<file path="config.mk">
export PLATFORM = sky130hd
export DESIGN_NAME = uart_tx_queue
export DESIGN_NICKNAME = d
export VERILOG_FILES = /design/src/rtl/uart_pkg.sv /design/src/rtl/uart_tx_queue_mem.sv /design/src/rtl/uart_tx_queue.sv
export SDC_FILE = /design/constraint.sdc
export NUM_CORES = 1
export LEC_CHECK = 0
export CAP_MARGIN = 20
export CORE_MARGIN = 3
export CORE_UTILIZATION = 29
export CTS_CLUSTER_SIZE = 40
export DETAILED_ROUTE_END_ITERATION = 8
export PLACE_DENSITY = 0.5
export SLEW_MARGIN = 20
export SYNTH_ARGS = -nofsm -noshare
export SYNTH_HDL_FRONTEND = slang
export SYNTH_HIERARCHICAL = 1
export SYNTH_SLANG_ARGS = --single-unit
</file>
<file path="constraint.sdc">
create_clock -name clock -period 3.01 [get_ports clock]
set_clock_uncertainty 0.05 [all_clocks]
set_input_delay 0.602 -clock clock [delete_from_list [all_inputs] [get_ports clock]]
set_output_delay 0.602 -clock clock [all_outputs]
set_load 0.01 [all_outputs]
</file>
<file path="src/rtl/uart_pkg.sv">
// Shared constants for the UART transmit queue: byte width and FSM state codes.
package uart_pkg;

  localparam int BYTE_W = 8;

  localparam logic [2:0] ST_IDLE = 3'd0;
  localparam logic [2:0] ST_LOAD = 3'd1;
  localparam logic [2:0] ST_SEND = 3'd2;
  localparam logic [2:0] ST_WAIT = 3'd3;
  localparam logic [2:0] ST_GAP  = 3'd4;

endpackage

</file>
<file path="src/rtl/uart_tx_queue_mem.sv">
// Byte storage for the transmit queue: synchronous write, asynchronous read.
// Holds payload only, so it carries no reset.
module uart_tx_queue_mem
  import uart_pkg::*;
#(
  parameter int DEPTH  = 16,
  parameter int ADDR_W = 4
) (
  input  logic              clock,
  input  logic              we,
  input  logic [ADDR_W-1:0] waddr,
  input  logic [BYTE_W-1:0] wdata,
  input  logic [ADDR_W-1:0] raddr,
  output logic [BYTE_W-1:0] rdata
);

  logic [BYTE_W-1:0] mem [DEPTH];

  // Store an accepted byte at the write pointer.
  always_ff @(posedge clock) begin
    if (we) begin
      mem[waddr] <= wdata;
    end
  end

  assign rdata = mem[raddr];

endmodule

</file>
<file path="src/rtl/uart_tx_queue.sv">
// Buffered UART transmit front-end: queues bytes from the producer and drains
// them one frame at a time through the send/txdata/txdone handshake.
module uart_tx_queue
  import uart_pkg::*;
#(
  parameter int DEPTH  = 16,
  parameter int ADDR_W = 4,
  parameter int GAP    = 2
) (
  input  logic              clock,
  input  logic              reset,
  input  logic              wr_en,
  input  logic [BYTE_W-1:0] wr_data,
  output logic              full,
  output logic              empty,
  output logic [ADDR_W:0]   count,
  output logic              overflow,
  input  logic              ovf_clr,
  output logic              busy,
  output logic              send,
  output logic [BYTE_W-1:0] txdata,
  input  logic              txdone
);

  localparam int              GW        = (GAP > 1) ? $clog2(GAP) : 1;
  localparam logic [GW-1:0]   GAP_LAST  = GW'((GAP > 0) ? GAP - 1 : 0);
  localparam logic [ADDR_W:0] DEPTH_CNT = (ADDR_W + 1)'(DEPTH);

  logic [2:0]        state;
  logic [GW-1:0]     gcnt;
  logic [ADDR_W-1:0] wp;
  logic [ADDR_W-1:0] rp;
  logic [ADDR_W:0]   count_nxt;
  logic [BYTE_W-1:0] rd_data;
  logic              wr_ok;
  logic              pop;

  // full is a registered flag, so a write while full is dropped even when a
  // pop frees a slot in the same cycle.
  assign wr_ok = wr_en && !full;
  assign pop   = (state == ST_IDLE) && !empty;
  assign send  = (state == ST_SEND);
  assign busy  = (state != ST_IDLE) || !empty;

  uart_tx_queue_mem #(
    .DEPTH (DEPTH),
    .ADDR_W(ADDR_W)
  ) u_mem (
    .clock(clock),
    .we   (wr_ok),
    .waddr(wp),
    .wdata(wr_data),
    .raddr(rp),
    .rdata(rd_data)
  );

  // Next occupancy: a simultaneous write and pop leaves count unchanged.
  always_comb begin
    count_nxt = count;
    if (wr_ok && !pop) begin
      count_nxt = count + 1'b1;
    end else if (!wr_ok && pop) begin
      count_nxt = count - 1'b1;
    end
  end

  // Queue pointers, occupancy and the registered full/empty flags.
  always_ff @(posedge clock or posedge reset) begin
    if (reset) begin
      wp    <= '0;
      rp    <= '0;
      count <= '0;
      full  <= 1'b0;
      empty <= 1'b1;
    end else begin
      if (wr_ok) begin
        wp <= wp + 1'b1;
      end
      if (pop) begin
        rp <= rp + 1'b1;
      end
      count <= count_nxt;
      full  <= (count_nxt == DEPTH_CNT);
      empty <= (count_nxt == '0);
    end
  end

  // Sticky overflow flag; a dropped write wins over a same-cycle clear.
  always_ff @(posedge clock or posedge reset) begin
    if (reset) begin
      overflow <= 1'b0;
    end else if (wr_en && full) begin
      overflow <= 1'b1;
    end else if (ovf_clr) begin
      overflow <= 1'b0;
    end
  end

  // Frame sequencer: pop, settle, pulse send, wait for txdone, then idle gap.
  always_ff @(posedge clock or posedge reset) begin
    if (reset) begin
      state  <= ST_IDLE;
      gcnt   <= '0;
      txdata <= '0;
    end else begin
      case (state)
        ST_IDLE: begin
          if (!empty) begin
            txdata <= rd_data;
            state  <= ST_LOAD;
          end
        end
        ST_LOAD: state <= ST_SEND;
        ST_SEND: state <= ST_WAIT;
        ST_WAIT: begin
          if (txdone) begin
            gcnt <= '0;
            if (GAP == 0) begin
              state <= ST_IDLE;
            end else begin
              state <= ST_GAP;
            end
          end
        end
        ST_GAP: begin
          if (gcnt == GAP_LAST) begin
            state <= ST_IDLE;
          end else begin
            gcnt <= gcnt + 1'b1;
          end
        end
        default: state <= ST_IDLE;
      endcase
    end
  end

endmodule
</file>
==> results of run 1 <==
-- worst max-delay path: stages, from the launching register on --
cell,delay (ps)
dfrtp_1,490
inv_1,140
nor3_1,210
clkdlybuf4s50_1,570
-- area by class of cell --
cell class / count / area share (%)
multi-input combinational: 171 / 20.9
tap: 275 / 4.53
sequential: 156 / 59.9
clock inverter: 14 / 2.37
inverter: 8 / 0.396
timing repair buffer: 51 / 6.20
clock buffer: 18 / 5.66
-- cells in the final DEF (no fill, tap or decap), types with 10 or more instances in the layout --
master,n
nand2_1,45
a22oi_1,16
clkdlybuf4s50_1,30
dfrtp_1,26
mux4_2,18
nor2_1,17
clkbuf_16,17
edfxtp_1,128
mux4_1,14
buf_4,20
xnor2_1,10
-- per-stage QoR --
step	worst slack [ps]	instances	total power [mW]
final	542	693	7.39
after floorplan	533	352	4.47
after global placement	490	661	5.21
after detailed placement	457	661	5.26
after global routing	451	693	7.78
after CTS	527	693	7.48
-- registers in the layout (all words and copies together), names as in the netlist --
name       cells
u_mem/mem    128
txdata         8
count          5
rp             4
wp             4
state          3
empty          1
full           1
gcnt           1
overflow       1
-- report_power, final --
group	switching [mW]	internal, mW	total (mW)
logic	1.17	1.02	2.18
registers	0.279	2.72	3.00
clock network	0.881	1.32	2.20
total	2.33	5.06	7.39
-- kinds of logic (layout without fill, tap and decap cells) --
kind of cell | count (synthesis) | after routing | share of synthesized area [%]
AO/OA/AOI/OAI | 32 | 32 | 3.56
XOR/XNOR | 10 | 10 | 1.39
flip-flops | 156 | 156 | 72.3
AND/OR/NAND/NOR | 93 | 93 | 7.10
buffers and inverters | 25 | 91 | 2.57
multiplexers | 32 | 32 | 12.3
adder cells (fa/ha/maj) | 4 | 4 | 0.796
-- metal layers --
| metal | GRT usage (%) | up-vias | routed length, um | share of wire [%] |
|---|---|---|---|---|
| li1 | - | 1492 | - | - |
| met4 | 3.44 | 0 | 142 | 1.1 |
| met5 | 0 | - | 0 | 0 |
| met1 | 15.9 | 1659 | 6100 | 47 |
| met3 | 3.48 | 12 | 596 | 4.6 |
| met2 | 17.9 | 68 | 6240 | 48 |
-- worst max path at each step --
stage,startpoint,end,cells past startpoint
6_report,state[1]$_DFFE_PP0P_,send,3
4_1_cts,state[1]$_DFFE_PP0P_,send,3
3_3_place_gp,wr_en,u_mem/mem[0][1]$_DFFE_PP_,6
2_1_floorplan,wr_en,u_mem/mem[0][0]$_DFFE_PP_,5
5_1_grt,state[1]$_DFFE_PP0P_,send,3
3_5_place_dp,wr_en,u_mem/mem[0][1]$_DFFE_PP_,6
==> results.py, run 1 <==
metrics = {
    "synthesis": {
        "synthCells": 352,
        "synth.most_common_cell": "edfxtp_1",
        "synthesis.nets": 369,
        "syn_avg_cell_area_um2": 17.9,
        "yosysTopAreaCellShare_pct": 61.1,
        "ys_seq_elements": 156,
        "synth.area.top_cells": "edfxtp_1, dfrtp_1, mux4_2, mux4_1, nand2_1",
        "synth.distinct_cells": 40,
        "synthArstFlopShare_pct": 17.9,
        "netlist_area_um2": 6290,
        "yosysWarnings": 6,
        "netlist.top_cell.by_area": "edfxtp_1",
        "synth_common_cells": "edfxtp_1, nand2_1, dfrtp_1, mux4_2, nor2_1",
        "synth-edff-count": 128,
        "synthFlopType": "edfxtp_1",
        "yosysSeqAreaShare_pct": 72.3,
    },
    "drt": {
        "drtAntennaViolNets": 0,
        "routed_via_density": 4.66,
        "wire_per_inst_um": 18.9,
        "dr.pass1.iters": 4,
        "wl_um": 13100,
        "drt-initial-drc-count": 175,
        "vias": 3231,
        "drc_errors": 0,
    },
    "critical_path": {
        "ff2ff_path_depth": 5,
        "cp_max_fo": 8,
        "crit_required_ps": 2360,
        "worstSetupStartpointType": "register",
        "cp.arrival_ps": 1820,
        "reg2reg_to": "full$_DFF_PP0_",
        "crit_type": "reg2out",
        "worst_setup_path_end_kind": "primary output",
        "reg2reg_from": "state[0]$_DFFE_PP0P_",
        "reg2reg_slack_ps": 760,
    },
    "cells_and_area": {
        "syn_to_final_growth_pct": 20.7,
        "n_antenna_cell": 0,
        "nets": 422,
        "fillers": 1965,
        "post-route-cell-area_um2": 7590,
        "register_area_um2": 4550,
        "fin_util_pct": 35.9,
        "multi_input_area_um2": 1590,
        "drive_above_1_share_pct": 18.9,
    },
    "timing": {
        "finalCriticalPeriod_ps": 2470,
        "hold_viol": 0,
        "slew_viol_final": 0,
        "max_freq_mhz": 405,
        "relSlewSlack_pct": 52.3,
        "setup_viol": 0,
        "fin_crit_sh_pct": 82.0,
        "setup_tns_ps": 0,
        "fin_hold_ws_ps": 426,
        "max_slew.worst_pin.slew_ps": 713,
        "rsz0062_at_grt": "no",
    },
    "clock_tree": {
        "ctsRootBufferMaster": "clkbuf_16",
        "clk_latency_ps": 420,
        "clockBufferDepth": 2,
        "clock-sinks": 156,
        "tritoncts": "done",
        "numCtsBuffers": 17,
        "cts_setup_buffers": 0,
        "h-tree-depth": 4,
        "cts_repair_resize_count": 0,
        "cts.clk_slew.worst_paths_ps": 60,
        "holdBufCountCts": 0,
    },
    "die": {
        "start_util_pct": 29.7,
        "fp.dieW_um": 153,
        "die_h_um": 153,
        "dieArea_um2": 23500,
        "coreArea_um2": 21200,
        "ios": 31,
        "num_rows": 53,
    },
    "global_route": {
        "antenna_found_initial": 0,
        "grt_max_degree": 36,
        "overflow": 0,
        "grt_pass1_wl_um": 20200,
        "grt_pass1_vias": 3356,
        "grt.total_usage_pct": 11.6,
    },
    "placed_design": {
        "placed_area_um2": 6980,
        "dp_hpwl_um": 8280,
        "portBuffers": 30,
        "place.gp.congestion": 0.725,
    },
    "pwr": {
        "p_leak_nw": 2.63,
        "ir_drop_mv": 0.339,
        "p_per_area_nw_per_um2": 974,
    },
    "min_path": {
        "min_to": "txdata[6]$_DFFE_PP0P_",
        "holdPathStages": 2,
        "hp-start": "txdata[6]$_DFFE_PP0P_",
        "hold_class": "reg2reg",
    },
    "run_status": {
        "status": "finished clean",
    },
    "run": {
        "cap_violations": 0,
    },
}
Note: power is estimated with default switching activity, not from simulation.
==> run 2: changes to the inputs <==
PLACE_DENSITY = 0.52   (was 0.5)
clock period = 2.1 ns   (was 3.01 ns; I/O delays follow)
==> results.py, run 2 (same netlist as run 1, synthesis figures left out) <==
metrics = {
    "drt": {
        "routed_via_density": 4.66,
        "drc_errors": 0,
        "vias": 3273,
        "drtAntennaViolNets": 0,
        "drt-initial-drc-count": 179,
        "wl_um": 13000,
        "dr.pass1.iters": 5,
        "wire_per_inst_um": 18.6,
    },
    "global_route": {
        "grt_max_degree": 36,
        "grt.total_usage_pct": 11.8,
        "grt_pass1_vias": 3440,
        "grt_pass1_wl_um": 20500,
        "antenna_found_initial": 0,
        "overflow": 0,
    },
    "pwr": {
        "p_leak_nw": 2.70,
        "pwr-share-clk_pct": 29.7,
        "internal_power_mw": 7.50,
        "power_frac_seq_pct": 39.4,
        "comb_power_share_pct": 31.0,
        "p_total_mw": 10.8,
        "ir_drop_mv": 0.532,
        "switching_share_pct": 30.7,
        "p_per_area_nw_per_um2": 1400,
        "p_sw_mw": 3.33,
    },
    "die": {
        "ios": 31,
        "num_rows": 53,
        "fp.dieW_um": 153,
        "die_h_um": 153,
        "coreArea_um2": 21200,
        "start_util_pct": 29.7,
        "dieArea_um2": 23500,
    },
    "cells_and_area": {
        "nets": 432,
        "final_common_cell": "edfxtp_1",
        "drive_above_1_share_pct": 21.1,
        "layout.cells.most_common_list": "edfxtp_1, nand2_1, clkdlybuf4s50_1, buf_4, dfrtp_1",
        "top_register": "u_mem/mem",
        "n_antenna_cell": 0,
        "final_cells": 702,
        "largest_register_ffs": 128,
        "post-route-cell-area_um2": 7720,
        "syn_to_final_growth_pct": 22.8,
        "biggestRegsByFlops": "u_mem/mem: 128 flops, txdata: 8 flops, count: 5 flops",
    },
    "min_path": {
        "hold_class": "in2async",
    },
    "placed_design": {
        "dp.cells": 670,
        "place.gp.congestion": 0.767,
        "placed_area_um2": 7080,
        "portBuffers": 30,
        "pre_cts_slack_ps": -181,
        "dp_hpwl_um": 8420,
    },
    "critical_path": {
        "cp.arrival_ps": 1550,
        "crit_required_ps": 1630,
        "cpPeakStageDelay_ps": 580,
        "worstSetupStartpointType": "register",
        "critical_path.top_delay_family": "flip-flops",
        "crit_type": "reg2out",
        "crit_chain": "clkdlybuf4s50_1",
        "cp_slowest_cell": "dfstp_2",
        "cp_max_fo": 5,
        "critPathBufInv": 1,
        "worst_setup_path_end_kind": "primary output",
    },
    "clock_tree": {
        "ctsRootBufferMaster": "clkbuf_16",
        "numCtsBuffers": 17,
        "clockBufferDepth": 2,
        "h-tree-depth": 4,
        "cts.clk_slew.worst_paths_ps": 60,
        "clock-sinks": 156,
        "tritoncts": "done",
        "clk_latency_ps": 420,
    },
    "timing": {
        "setup_tns_ps": 0,
        "max_freq_mhz": 496,
        "fin_ws_ps": 83.8,
        "fin_crit_sh_pct": 96.0,
        "rsz0062_at_grt": "no",
        "finalCriticalPeriod_ps": 2020,
        "setup_viol": 0,
        "slew_viol_final": 0,
        "hold_viol": 0,
        "relSlewSlack_pct": 54.9,
        "max_slew.worst_pin.slew_ps": 674,
    },
    "run_status": {
        "status": "finished clean",
    },
    "run": {
        "cap_violations": 0,
    },
}
==> run 2: cell count changes in the layout (fill, tap and decap cells not counted), sizes merged <==
cell and delta:
buf +10, bufinv +1, clkbuf +1, clkdlybuf4s50 -2, clkinv -1, clkinvlp +1
dlygate4sd2 +2, inv -3
==> run 2: what timing repair did <==
action,4_1_cts,5_1_grt
gates cloned,0,0
setup buffers,0,1
hold buffers,0,0
setup endpoints to repair,2,2
pin swaps,0,1
gates resized for setup,2,3
==> run 2: through the flow <==
step                hold slack, ps  utilization [%]
floorplan                      435                -
CTS                            328             36.4
finish                         329             36.5
global placement               423             33.5
global route                   349             36.5
detailed placement             414             33.5
==> run 2: per-layer routing <==
| metal | track usage, % | up-vias | wire length [um] |
|---|---|---|---|
| li1 | - | 1513 | - |
| met1 | 16.6 | 1679 | 6060 |
| met2 | 17.8 | 74 | 6280 |
| met3 | 4.11 | 7 | 616 |
| met4 | 2.42 | 0 | 79 |
| met5 | 0 | - | 0 |
==> run 2: cell type report <==
cell class / instances / area, um^2
repair buffers: 61 / 568
clock inverters: 12 / 186
flip-flops and latches: 156 / 4550
multi-input cells: 171 / 1610
clock buffers: 19 / 433
fillers: 1979 / 13400
well taps: 275 / 344
inverters: 8 / 30.0
==> run 2: final timing paths <==
check,slack (ps),start,to,cells after the start
setup reg to reg,120,state[0]$_DFFE_PP0P_,full$_DFF_PP0_,5
hold / removal,330,reset,txdata[3]$_DFFE_PP0P_,3
setup / recovery,80,empty$_DFF_PP1_,empty,1
min in group clock,440,txdata[1]$_DFFE_PP0P_,txdata[1]$_DFFE_PP0P_,2
hold reg to reg,440,txdata[1]$_DFFE_PP0P_,txdata[1]$_DFFE_PP0P_,2
max in group asynchronous,1360,reset,empty$_DFF_PP1_,3
==> run 2: power by group through the flow <==
stage / Sequential (mW) / Clock (mW) / Combinational [mW]
4_1_cts: 4.26 / 3.30 / 3.37
5_1_grt: 4.33 / 3.43 / 3.70
3_3_place_gp: 4.30 / 0 / 3.32
6_report: 4.26 / 3.21 / 3.35
3_5_place_dp: 4.32 / 0 / 3.37
2_1_floorplan: 4.28 / 0 / 2.13
